$ cat config.mk
export PLATFORM = sky130hd
export DESIGN_NAME = serial_subtractor
export DESIGN_NICKNAME = d
export VERILOG_FILES = /design/src/rtl/serial_subtractor.sv
export SDC_FILE = /design/constraint.sdc
export NUM_CORES = 1
export LEC_CHECK = 0
export CAP_MARGIN = 15
export CORE_MARGIN = 2
export CORE_UTILIZATION = 52
export CTS_CLUSTER_DIAMETER = 60
export DETAILED_ROUTE_END_ITERATION = 7
export GPL_TIMING_DRIVEN = 0
export PLACE_DENSITY_LB_ADDON = 0.2
export SETUP_SLACK_MARGIN = 0.05
export SKIP_CTS_REPAIR_TIMING = 1
export SLEW_MARGIN = 20
export SYNTH_ARGS = -nofsm -noshare
export SYNTH_HDL_FRONTEND = slang
export SYNTH_SLANG_ARGS = --single-unit
$ cat constraint.sdc
create_clock -name clk_i -period 2.77 [get_ports clk_i]
set_clock_uncertainty 0.05 [all_clocks]
set_input_delay 0.554 -clock clk_i [delete_from_list [all_inputs] [get_ports clk_i]]
set_output_delay 0.554 -clock clk_i [all_outputs]
set_load 0.005 [all_outputs]
$ cat src/rtl/serial_subtractor.sv
// Bit-serial two's-complement subtractor: computes a - b one bit per clock, LSB first,
// with a single borrow flop and a start/done handshake.
module serial_subtractor #(
  parameter int unsigned Width = 32
) (
  input  logic             clk_i,
  input  logic             rst_ni,
  input  logic             start_i,
  input  logic [Width-1:0] a_i,
  input  logic [Width-1:0] b_i,
  output logic [Width-1:0] diff_o,
  output logic             borrow_o,
  output logic             overflow_o,
  output logic             busy_o,
  output logic             done_o
);

  localparam int unsigned CntW = (Width > 2) ? $clog2(Width) : 1;
  localparam logic [CntW-1:0] CntLast = CntW'(Width - 1);

  if (Width < 2 || Width > 64) begin : gen_width_check
    $error("serial_subtractor: Width must be in 2..64");
  end

  typedef enum logic [1:0] {
    StIdle,
    StRun,
    StDone
  } state_e;

  state_e           state_q, state_d;
  logic [Width-1:0] a_q, a_d;
  logic [Width-1:0] b_q, b_d;
  logic [Width-1:0] res_q, res_d;
  logic [Width-1:0] diff_q, diff_d;
  logic [CntW-1:0]  cnt_q, cnt_d;
  logic             bw_q, bw_d;
  logic             borrow_q, borrow_d;
  logic             ovf_q, ovf_d;

  logic ai, bi, d_bit, bw_next, last_bit;

  assign ai       = a_q[0];
  assign bi       = b_q[0];
  assign d_bit    = ai ^ bi ^ bw_q;
  assign bw_next  = (~ai & bi) | (~(ai ^ bi) & bw_q);
  assign last_bit = (cnt_q == CntLast);

  always_comb begin
    state_d  = state_q;
    a_d      = a_q;
    b_d      = b_q;
    res_d    = res_q;
    diff_d   = diff_q;
    cnt_d    = cnt_q;
    bw_d     = bw_q;
    borrow_d = borrow_q;
    ovf_d    = ovf_q;

    unique case (state_q)
      StIdle, StDone: begin
        if (start_i) begin
          a_d     = a_i;
          b_d     = b_i;
          res_d   = '0;
          bw_d    = 1'b0;
          cnt_d   = '0;
          state_d = StRun;
        end else begin
          state_d = StIdle;
        end
      end
      StRun: begin
        res_d = {d_bit, res_q[Width-1:1]};
        a_d   = a_q >> 1;
        b_d   = b_q >> 1;
        bw_d  = bw_next;
        if (last_bit) begin
          // On the last bit ai/bi are the original operand MSBs and d_bit is the result MSB.
          diff_d   = {d_bit, res_q[Width-1:1]};
          borrow_d = bw_next;
          ovf_d    = (ai ^ bi) & (d_bit ^ ai);
          state_d  = StDone;
        end else begin
          cnt_d = cnt_q + 1'b1;
        end
      end
      default: state_d = StIdle;
    endcase
  end

  always_ff @(posedge clk_i or negedge rst_ni) begin
    if (!rst_ni) begin
      state_q  <= StIdle;
      a_q      <= '0;
      b_q      <= '0;
      res_q    <= '0;
      diff_q   <= '0;
      cnt_q    <= '0;
      bw_q     <= 1'b0;
      borrow_q <= 1'b0;
      ovf_q    <= 1'b0;
    end else begin
      state_q  <= state_d;
      a_q      <= a_d;
      b_q      <= b_d;
      res_q    <= res_d;
      diff_q   <= diff_d;
      cnt_q    <= cnt_d;
      bw_q     <= bw_d;
      borrow_q <= borrow_d;
      ovf_q    <= ovf_d;
    end
  end

  assign diff_o     = diff_q;
  assign borrow_o   = borrow_q;
  assign overflow_o = ovf_q;
  assign busy_o     = (state_q == StRun);
  assign done_o     = (state_q == StDone);

endmodule

Word level (Yosys, flattened, before mapping)
Cells that the tools add are included.
{"block": "totals", "ff_bits": 138, "latchBits": 0, "mem_bits_rw": 0, "rom_bits": 0, "out_inout_bits": 36, "wordCells": 45, "memories": 0}
{"block": "op_classes", "n_addsub": 1, "n_mul": 0, "div": 0, "order_cmp": 0, "n_eq_ne": 6, "shifts": 0, "muxes": 14, "bitwise_logic": 9, "n_reduce_logical": 6}
{"cell": "$pmux 32 s2", "n": 3}
{"cell": "$mux 32", "n": 3}
{"cell": "$mux 5", "n": 2}
{"cell": "$pmux 5 s2", "n": 1}
{"cell": "$add 5x1->5 const B", "n": 1}
{"cell": "$eq 5x5->1 const B", "n": 1}
{"cell": "$ne 2x2->1 const B", "n": 2}
{"cell": "$pmux 2 s2", "n": 1}
{"cell": "$reduce_and 2->1", "n": 2}
{"cell": "$and 1x1->1", "n": 3}
{"cell": "$reduce_and 3->1", "n": 1}
{"cell": "$xor 1x1->1", "n": 3}
{"cell": "$eq 2x1->1 const B", "n": 1}
{"cell": "$eq 2x2->1 const B", "n": 1}
{"cell": "$logic_not 2->1", "n": 1}
{"cell": "$mux 1", "n": 2}
{"cell": "$mux 2", "n": 1}
{"cell": "$ne 2x1->1 const B", "n": 1}
{"cell": "$not 1->1", "n": 2}
{"cell": "$pmux 1 s2", "n": 1}
{"cell": "$reduce_bool 2->1", "n": 1}
{"cell": "$reduce_or 2->1", "n": 1}
{"cell": "$or 1x1->1", "n": 1}

Depth between registers and ports, before layout
Gate-level depths: netlist of the first run.
{"block": "depth", "word_depth": 5, "mapped_depth": 8, "depth_no_buf": 6}

Least setup slack after synthesis of the first run
OpenSTA, ideal clock, no wires.
{"block": "synth_timing", "kind": "register to register", "from": "register cnt_q[0]", "to": "register diff_q[26] (netlist: diff_o[26])", "setup_time_ns": 0.125, "arrival_ns": 1.770, "setup_slack_ns": 0.826, "path_stages_with_launch": 8, "synth_period_minus_slack_ns": 1.944, "cell_sequence": "dfrtp_1 > ha_1 > and3_1 > ha_1 > nand3b_1 > buf_2 > buf_2 > mux2_2"}
{"block": "synth_via", "elab_chain_cells": 2}
{"element": "from (decl)", "line": "36", "source": "logic [CntW-1:0] cnt_q, cnt_d;"}
{"element": "from (signal assigned)", "line": "109", "source": "cnt_q <= cnt_d;"}
{"element": "$eq 5x5->1", "line": "47", "source": "assign last_bit = (cnt_q == CntLast);"}
{"element": "$reduce_and 2->1 (no line)"}
{"element": "to (signal assigned)", "line": "108", "source": "diff_q <= diff_d;"}
{"element": "to (decl)", "line": "35", "source": "logic [Width-1:0] diff_q, diff_d;"}
No other way between the ends.
A chain may end at the register's enable or synchronous reset.

Worst setup path in the final report of the first run
{"block": "layout_timing", "from": "register state_q[1]", "to": "output busy_o"}
{"block": "layout_via", "elab_chain_cells": 1}
{"element": "from (decl)", "line": "31", "source": "state_e state_q, state_d;"}
{"element": "from (signal assigned)", "line": "94", "source": "state_q <= StIdle;"}
{"element": "from (signal assigned)", "line": "104", "source": "state_q <= state_d;"}
{"element": "$eq 2x1->1", "line": "119", "source": "assign busy_o = (state_q == StRun);"}
{"element": "to (decl)", "line": "14", "source": "output logic busy_o,"}
No other way between the ends.

==> metrics.yaml, run 1 <==
outcome: "finished, final reports clean"
ys_ff_latch: 137
ys_async_sr_fraction_pct: 100
initial_utilization_pct: 52.8
cts_made_buffers: 17
setup_viol_count_final: 0
crit-reg2reg-launch: "cnt_q[0]"
max_cap_violations: 0
grt_pass1_wl_mm: 20.3
routed-via-count: 4358
data_arrival_time_of_the_critical_path_ns: 2.01
synth_top_cells_by_count: "sky130_fd_sc_hd__dfrtp_1, sky130_fd_sc_hd__nand2_1, sky130_fd_sc_hd__a31oi_1, sky130_fd_sc_hd__nor2_1, sky130_fd_sc_hd__a22o_1"
dieArea_sq_um: 11700
achievable-frequency_ghz: 0.382
synth_fa_ha_area_share_pct: 1.02
path_clk_slew_ns: 0.06
cts_root_buf: "sky130_fd_sc_hd__clkbuf_8"
yosys.area.top_type_share_pct: 60.7
static_power_due_to_leakage_nw: 3.44
timing.critical_path.required_ns: 2.17
mapped_cells: 530
largest_net_degree_at_the_start_of_global_routing: 83
gp_routability_congestion: 0.835
tritoncts: "done"
yosysSeqAreaShare_pct: 60.7
timing.critical_path.slowest_cell_delay_ns: 0.50
pin_count: 103
worst_hold_path.endpoint: "cnt_q[3]"
drtAntennaViolNets: 0
synth_enable_flop_cells: 0
slew_headroom_pct: 68.5
finalHoldViolCount: 0
synth_compound_area_share_pct: 13.1
cts_max_level: 4
preCtsSetupSlack_ns: 0.487
core_area_sq_um: 10700
cts.path.max_buffers: 2
post_synth_xor_area_fraction_pct: 0.155
crit-reg2reg-capture: "diff_o[27]"
post_synth_num_cell_types: 29
synth_top_family_by_area: "simple AND/OR/NAND/NOR gates"
worst_setup_path_end_kind: "output port"
yosys_warnings: 0
die_w_microns: 108
final_layout_size_suffix_gt1_share_pct: 14.7
setup_repair_after_global_routing_missed_its_margin: "false"
fin_crit_sh_pct: 94.5
num_antenna_cells: 0
mappedNetlistNets: 601
synthMuxAreaShare_pct: 6.38
yosys-top-cells-area: "sky130_fd_sc_hd__dfrtp_1, sky130_fd_sc_hd__nand2_1, sky130_fd_sc_hd__a31oi_1, sky130_fd_sc_hd__mux2_2, sky130_fd_sc_hd__a22o_1"
number_of_global_route_vias_before_repair: 4310
cp_slowest_cell: "sky130_fd_sc_hd__clkdlybuf4s50_1"
finalWorstPathRequiredPeriod_ns: 2.62
io_buffer_count: 102
rrSetupSlack_ns: 0.62
nNetsFinal: 724
num-fill-cells: 767
drt_drc_violations_left: 0
finalNonFillerCells: 806
dpl.cell_count: 773
worst_max_slew_pin_slew_ns: 0.472
r2r_cells: 7
mappedNetlistArea_sq_um: 5650
synth_top_flop_cell: "sky130_fd_sc_hd__dfrtp_1"
placement_rows: 38
power_density_over_the_cells_nw_per_um2: 1060
critical_path.max_fanout: 10
antenna_found_initial: 0
first_iteration_detailed_routing_drc_count: 221
synthDominantAreaCellType: "sky130_fd_sc_hd__dfrtp_1"
kind_of_start_point_of_the_critical_path: "flop"
detail_route.wl_per_cell_microns: 14.7
grt_overflow: 0
dp_hpwl_mm: 8.29
cts_num_sinks: 137
detail_route.first_pass.iterations: 4
fp.dieH_microns: 108
worstSkewPairLatency_ns: 0.52
crit_type: "flop to output port"
holdCritPathClass: "flop to flop"
syn_area_per_cell_sq_um: 10.7
detail_route.wirelength_mm: 11.9
drt-vias-per-instance: 5.41
hold_depth: 1
peakVddDrop_mv: 0.499
final_core_util_pct: 70.0
groute.usage.overall_pct: 22.1
worst_slack_ns: 0.152
worst_hold_startpoint: "cnt_q[3]"
crit_chain: "nand2b_1 > clkbuf_4 > clkinv_4 > buf_6 > clkdlybuf4s50_1"
yosys.area_share.simple_pct: 14.2
slew_violations: 0
area_growth_syn_to_layout_pct: 32.6
yosysMostFrequentCell: "sky130_fd_sc_hd__dfrtp_1"
power breakdown:
| group | leakage [nW] | switching [mW] | total (mW) | internal (mW) |
|---|---|---|---|---|
| logic | 1.49 | 1.19 | 2.40 | 1.21 |
| registers | 1.68 | 0.517 | 3.32 | 2.81 |
| clock network | 0.282 | 0.856 | 2.23 | 1.38 |
| total | 3.44 | 2.56 | 7.96 | 5.39 |
critical path, delay by kind of cell (launching register included):
kind	cells	cell delay, ns
buffers and inverters	4	0.95
DFF	1	0.39
and+or+nand+nor	1	0.15
through the flow:
stage,hold slack [ns],area (sq um),TNS (ns),power (mW)
2_1_floorplan,0.208,5650,0,4.85
3_3_place_gp,0.415,6850,-567.23,5.59
4_1_cts,-0.112,7470,-0.0706,8.00
6_report,0.433,7490,0,7.96
5_1_grt,0.446,7490,0,8.52
3_5_place_dp,0.425,6880,0,5.74
flip-flops by register name, indices dropped and copies added (netlist names):
name	count
a_q	32
b_q	32
diff_o	32
res_q	31
cnt_q	5
state_q	2
borrow_o	1
bw_q	1
overflow_o	1
placed cells by master (no fill, tap or decap), types with 3 or more instances in the layout:
cell / n
sky130_fd_sc_hd__a22o_1: 33
sky130_fd_sc_hd__buf_4: 15
sky130_fd_sc_hd__o21ai_0: 5
sky130_fd_sc_hd__clkdlybuf4s50_1: 101
sky130_fd_sc_hd__clkinv_2: 3
sky130_fd_sc_hd__mux2_2: 32
sky130_fd_sc_hd__clkbuf_16: 16
sky130_fd_sc_hd__a31oi_1: 62
sky130_fd_sc_hd__nand2_1: 127
sky130_fd_sc_hd__clkinvlp_4: 3
sky130_fd_sc_hd__clkbuf_1: 9
sky130_fd_sc_hd__bufinv_16: 3
sky130_fd_sc_hd__nand3_1: 5
sky130_fd_sc_hd__ha_1: 3
sky130_fd_sc_hd__dfrtp_1: 137
sky130_fd_sc_hd__clkinv_4: 3
sky130_fd_sc_hd__inv_1: 7
sky130_fd_sc_hd__nor2_1: 62
sky130_fd_sc_hd__inv_6: 3
sky130_fd_sc_hd__buf_2: 14
final cells by class:
type	count	area [sq um]	share of cell area (%)
flip-flops and latches	137	3430	45.8
multi-input cells	345	1970	26.2
repair buffers	104	1060	14.2
clock buffers	18	418	5.58
plain buffers	40	235	3.14
well taps	140	175	2.34
clock inverters	14	171	2.29
inverters	8	35.0	0.468
cells by family after synthesis:
family / count (synthesis)
AOI/OAI and AO/OA: 105
xor gates and xnor gates: 1
adders and majority gates: 4
buffers and inverters: 48
DFF: 137
muxes: 32
and+or+nand+nor: 203
worst max path at each step:
stage | startpoint | endpoint | depth (start not counted)
after floorplan | cnt_q[0] | diff_o[26] | 7
after global placement | rst_ni | a_q[28] | 1
after detailed placement | state_q[1] | busy_o | 5
after CTS | state_q[1] | busy_o | 5
after global routing | state_q[1] | busy_o | 5
final | state_q[1] | busy_o | 5
layer usage:
layer  GRT usage (%)  routed length, microns
met1            29.0                    5250
met2            35.9                    5790
met3            5.18                     612
met4            8.24                     199
met5               0                       0
(Power assumes the default switching activity.)
==> inputs of run 2 (changes only) <==
--- a/config.mk
+++ b/config.mk
@@ -8,7 +8,7 @@
 export CAP_MARGIN = 15
 export CORE_MARGIN = 2
 export CORE_UTILIZATION = 52
-export CTS_CLUSTER_DIAMETER = 60
+export CTS_CLUSTER_DIAMETER = 200
 export DETAILED_ROUTE_END_ITERATION = 7
 export GPL_TIMING_DRIVEN = 0
 export PLACE_DENSITY_LB_ADDON = 0.2
==> results of run 2 <==
No change in the layout: final DEF, timing and power equal those of run 1.
==> inputs of run 3 (changes only) <==
--- a/config.mk
+++ b/config.mk
@@ -7,11 +7,13 @@
 export LEC_CHECK = 0
 export CAP_MARGIN = 15
 export CORE_MARGIN = 2
-export CORE_UTILIZATION = 52
+export CORE_UTILIZATION = 54
+export CTS_BUF_LIST = sky130_fd_sc_hd__clkbuf_8
 export CTS_CLUSTER_DIAMETER = 200
 export DETAILED_ROUTE_END_ITERATION = 7
 export GPL_TIMING_DRIVEN = 0
 export PLACE_DENSITY_LB_ADDON = 0.2
+export RECOVER_POWER = 25
 export SETUP_SLACK_MARGIN = 0.05
 export SKIP_CTS_REPAIR_TIMING = 1
 export SLEW_MARGIN = 20
==> run 3 against run 2 <==
  * Combinational power barely moved
  * Wire length fell by 1.3%
  * Critical path depth did not move
  * Sequential share of layout area rose by 1.3 points
  * Clock power fell by 24%
  * Hold slack improved by 0.016 ns
  * Die area fell by 3.6%
  * Register-to-register slack got worse by 0.03 ns
  * Critical path type unchanged
==> metrics.yaml, run 3 (synthesized netlist as in run 1, its figures left out) <==
setup_viol_count_final: 0
dpl.cell_count: 769
max_cap_violations: 0
detail_route.wl_per_cell_microns: 14.6
timing.critical_path.required_ns: 2.17
worstSkewPairLatency_ns: 0.44
setup_repair_after_global_routing_missed_its_margin: "false"
timing.critical_path.slowest_cell_delay_ns: 0.51
rrSetupSlack_ns: 0.59
kind_of_start_point_of_the_critical_path: "flop"
achievable-frequency_ghz: 0.383
cts_num_sinks: 137
number_of_global_route_vias_before_repair: 4324
dieArea_sq_um: 11300
io_buffer_count: 102
cp_slowest_cell: "sky130_fd_sc_hd__clkdlybuf4s50_1"
num_antenna_cells: 0
cts_root_buf: "sky130_fd_sc_hd__clkbuf_8"
worst_slack_ns: 0.157
nNetsFinal: 724
drt-vias-per-instance: 5.42
cts.path.max_buffers: 2
cts_made_buffers: 17
r2r_cells: 7
crit_type: "flop to output port"
placement_rows: 37
area_growth_syn_to_layout_pct: 28.8
power_density_over_the_cells_nw_per_um2: 1020
fp.dieH_microns: 106
die_w_microns: 106
path_clk_slew_ns: 0.08
groute.usage.overall_pct: 22.3
crit_chain: "nand2b_1 > buf_2 > inv_4 > buf_4 > clkdlybuf4s50_1"
drtAntennaViolNets: 0
holdCritPathClass: "flop to flop"
mostFrequentLayoutCells: "sky130_fd_sc_hd__dfrtp_1, sky130_fd_sc_hd__nand2_1, sky130_fd_sc_hd__clkdlybuf4s50_1"
slew_headroom_pct: 10.2
worst_setup_path_end_kind: "output port"
final_layout_size_suffix_gt1_share_pct: 14.9
cts_max_level: 4
detail_route.wirelength_mm: 11.7
largest_net_degree_at_the_start_of_global_routing: 81
initial_utilization_pct: 55.2
finalNonFillerCells: 802
first_iteration_detailed_routing_drc_count: 191
routed-via-count: 4346
hold_depth: 2
grt_pass1_wl_mm: 19.9
detail_route.first_pass.iterations: 4
critical_path.max_fanout: 10
finalWorstPathRequiredPeriod_ns: 2.61
finalHoldViolCount: 0
worst_max_slew_pin_slew_ns: 1.35
peakVddDrop_mv: 0.529
grt_overflow: 0
slew_violations: 0
tritoncts: "done"
data_arrival_time_of_the_critical_path_ns: 2.01
static_power_due_to_leakage_nw: 3.35
core_area_sq_um: 10200
pin_count: 103
mostFrequentLayoutCell: "sky130_fd_sc_hd__dfrtp_1"
preCtsSetupSlack_ns: 0.498
drt_drc_violations_left: 0
tns_ns: 0
antenna_found_initial: 0
fin_crit_sh_pct: 94.3
gp_routability_congestion: 0.787
dp_hpwl_mm: 8.33
outcome: "finished, final reports clean"
-- run 3: changes by cell type in the layout (fill, tap and decap cells not counted), moves of 3 or more --
cell,delta
sky130_fd_sc_hd__clkbuf_16,-16
sky130_fd_sc_hd__clkbuf_8,+16
sky130_fd_sc_hd__clkinv_2,-3
sky130_fd_sc_hd__inv_8,+5
-- run 3: worst paths after layout --
kind	from	end
max reg2reg	cnt_q[0]	diff_o[29]
min	borrow_o	borrow_o
max	state_q[1]	busy_o
min reg2reg	borrow_o	borrow_o
max in group asynchronous	rst_ni	b_q[14]
min in group asynchronous	rst_ni	diff_o[24]
-- run 3: power breakdown --
part | switching, mW | total [mW] | internal [mW]
clock | 0.847 | 1.69 | 0.838
combinational | 1.20 | 2.40 | 1.20
sequential | 0.515 | 3.32 | 2.80
-- run 3: through the flow --
step           instance area (sq um)  hold WS [ns]  total power, mW  util [%]
2_1_floorplan                   5650         0.208             4.85         -
3_3_place_gp                    6840         0.415             5.59      66.9
3_5_place_dp                    6880         0.436             5.75      67.2
4_1_cts                         7290       -0.0226             7.45      71.3
5_1_grt                         7280         0.474             7.95      71.2
6_report                        7280         0.449             7.40      71.2
-- run 3: final cells by class --
cell class,count,area [sq um]
multi-input combinational,345,1970
tap,136,170
timing repair buffer,104,1040
fill,794,2950
sequential,137,3430
clock inverter,15,183
clock buffer,17,234
buffer,40,229
inverter,8,32.5
-- run 3: routing by layer --
layer | wire length, microns | vias up | track usage, %
met5 | 0 | - | 0
met4 | 111 | 0 | 6.67
met3 | 572 | 10 | 5.09
met2 | 5830 | 120 | 36.3
met1 | 5190 | 2146 | 30.0
li1 | - | 2070 | -
-- run 3: worst max-delay path: cells and delay by family, from the launching register on --
kind,cells,cell delay (ns)
buffers and inverters,4,1.03
flip-flops,1,0.40
AND/OR/NAND/NOR,1,0.14
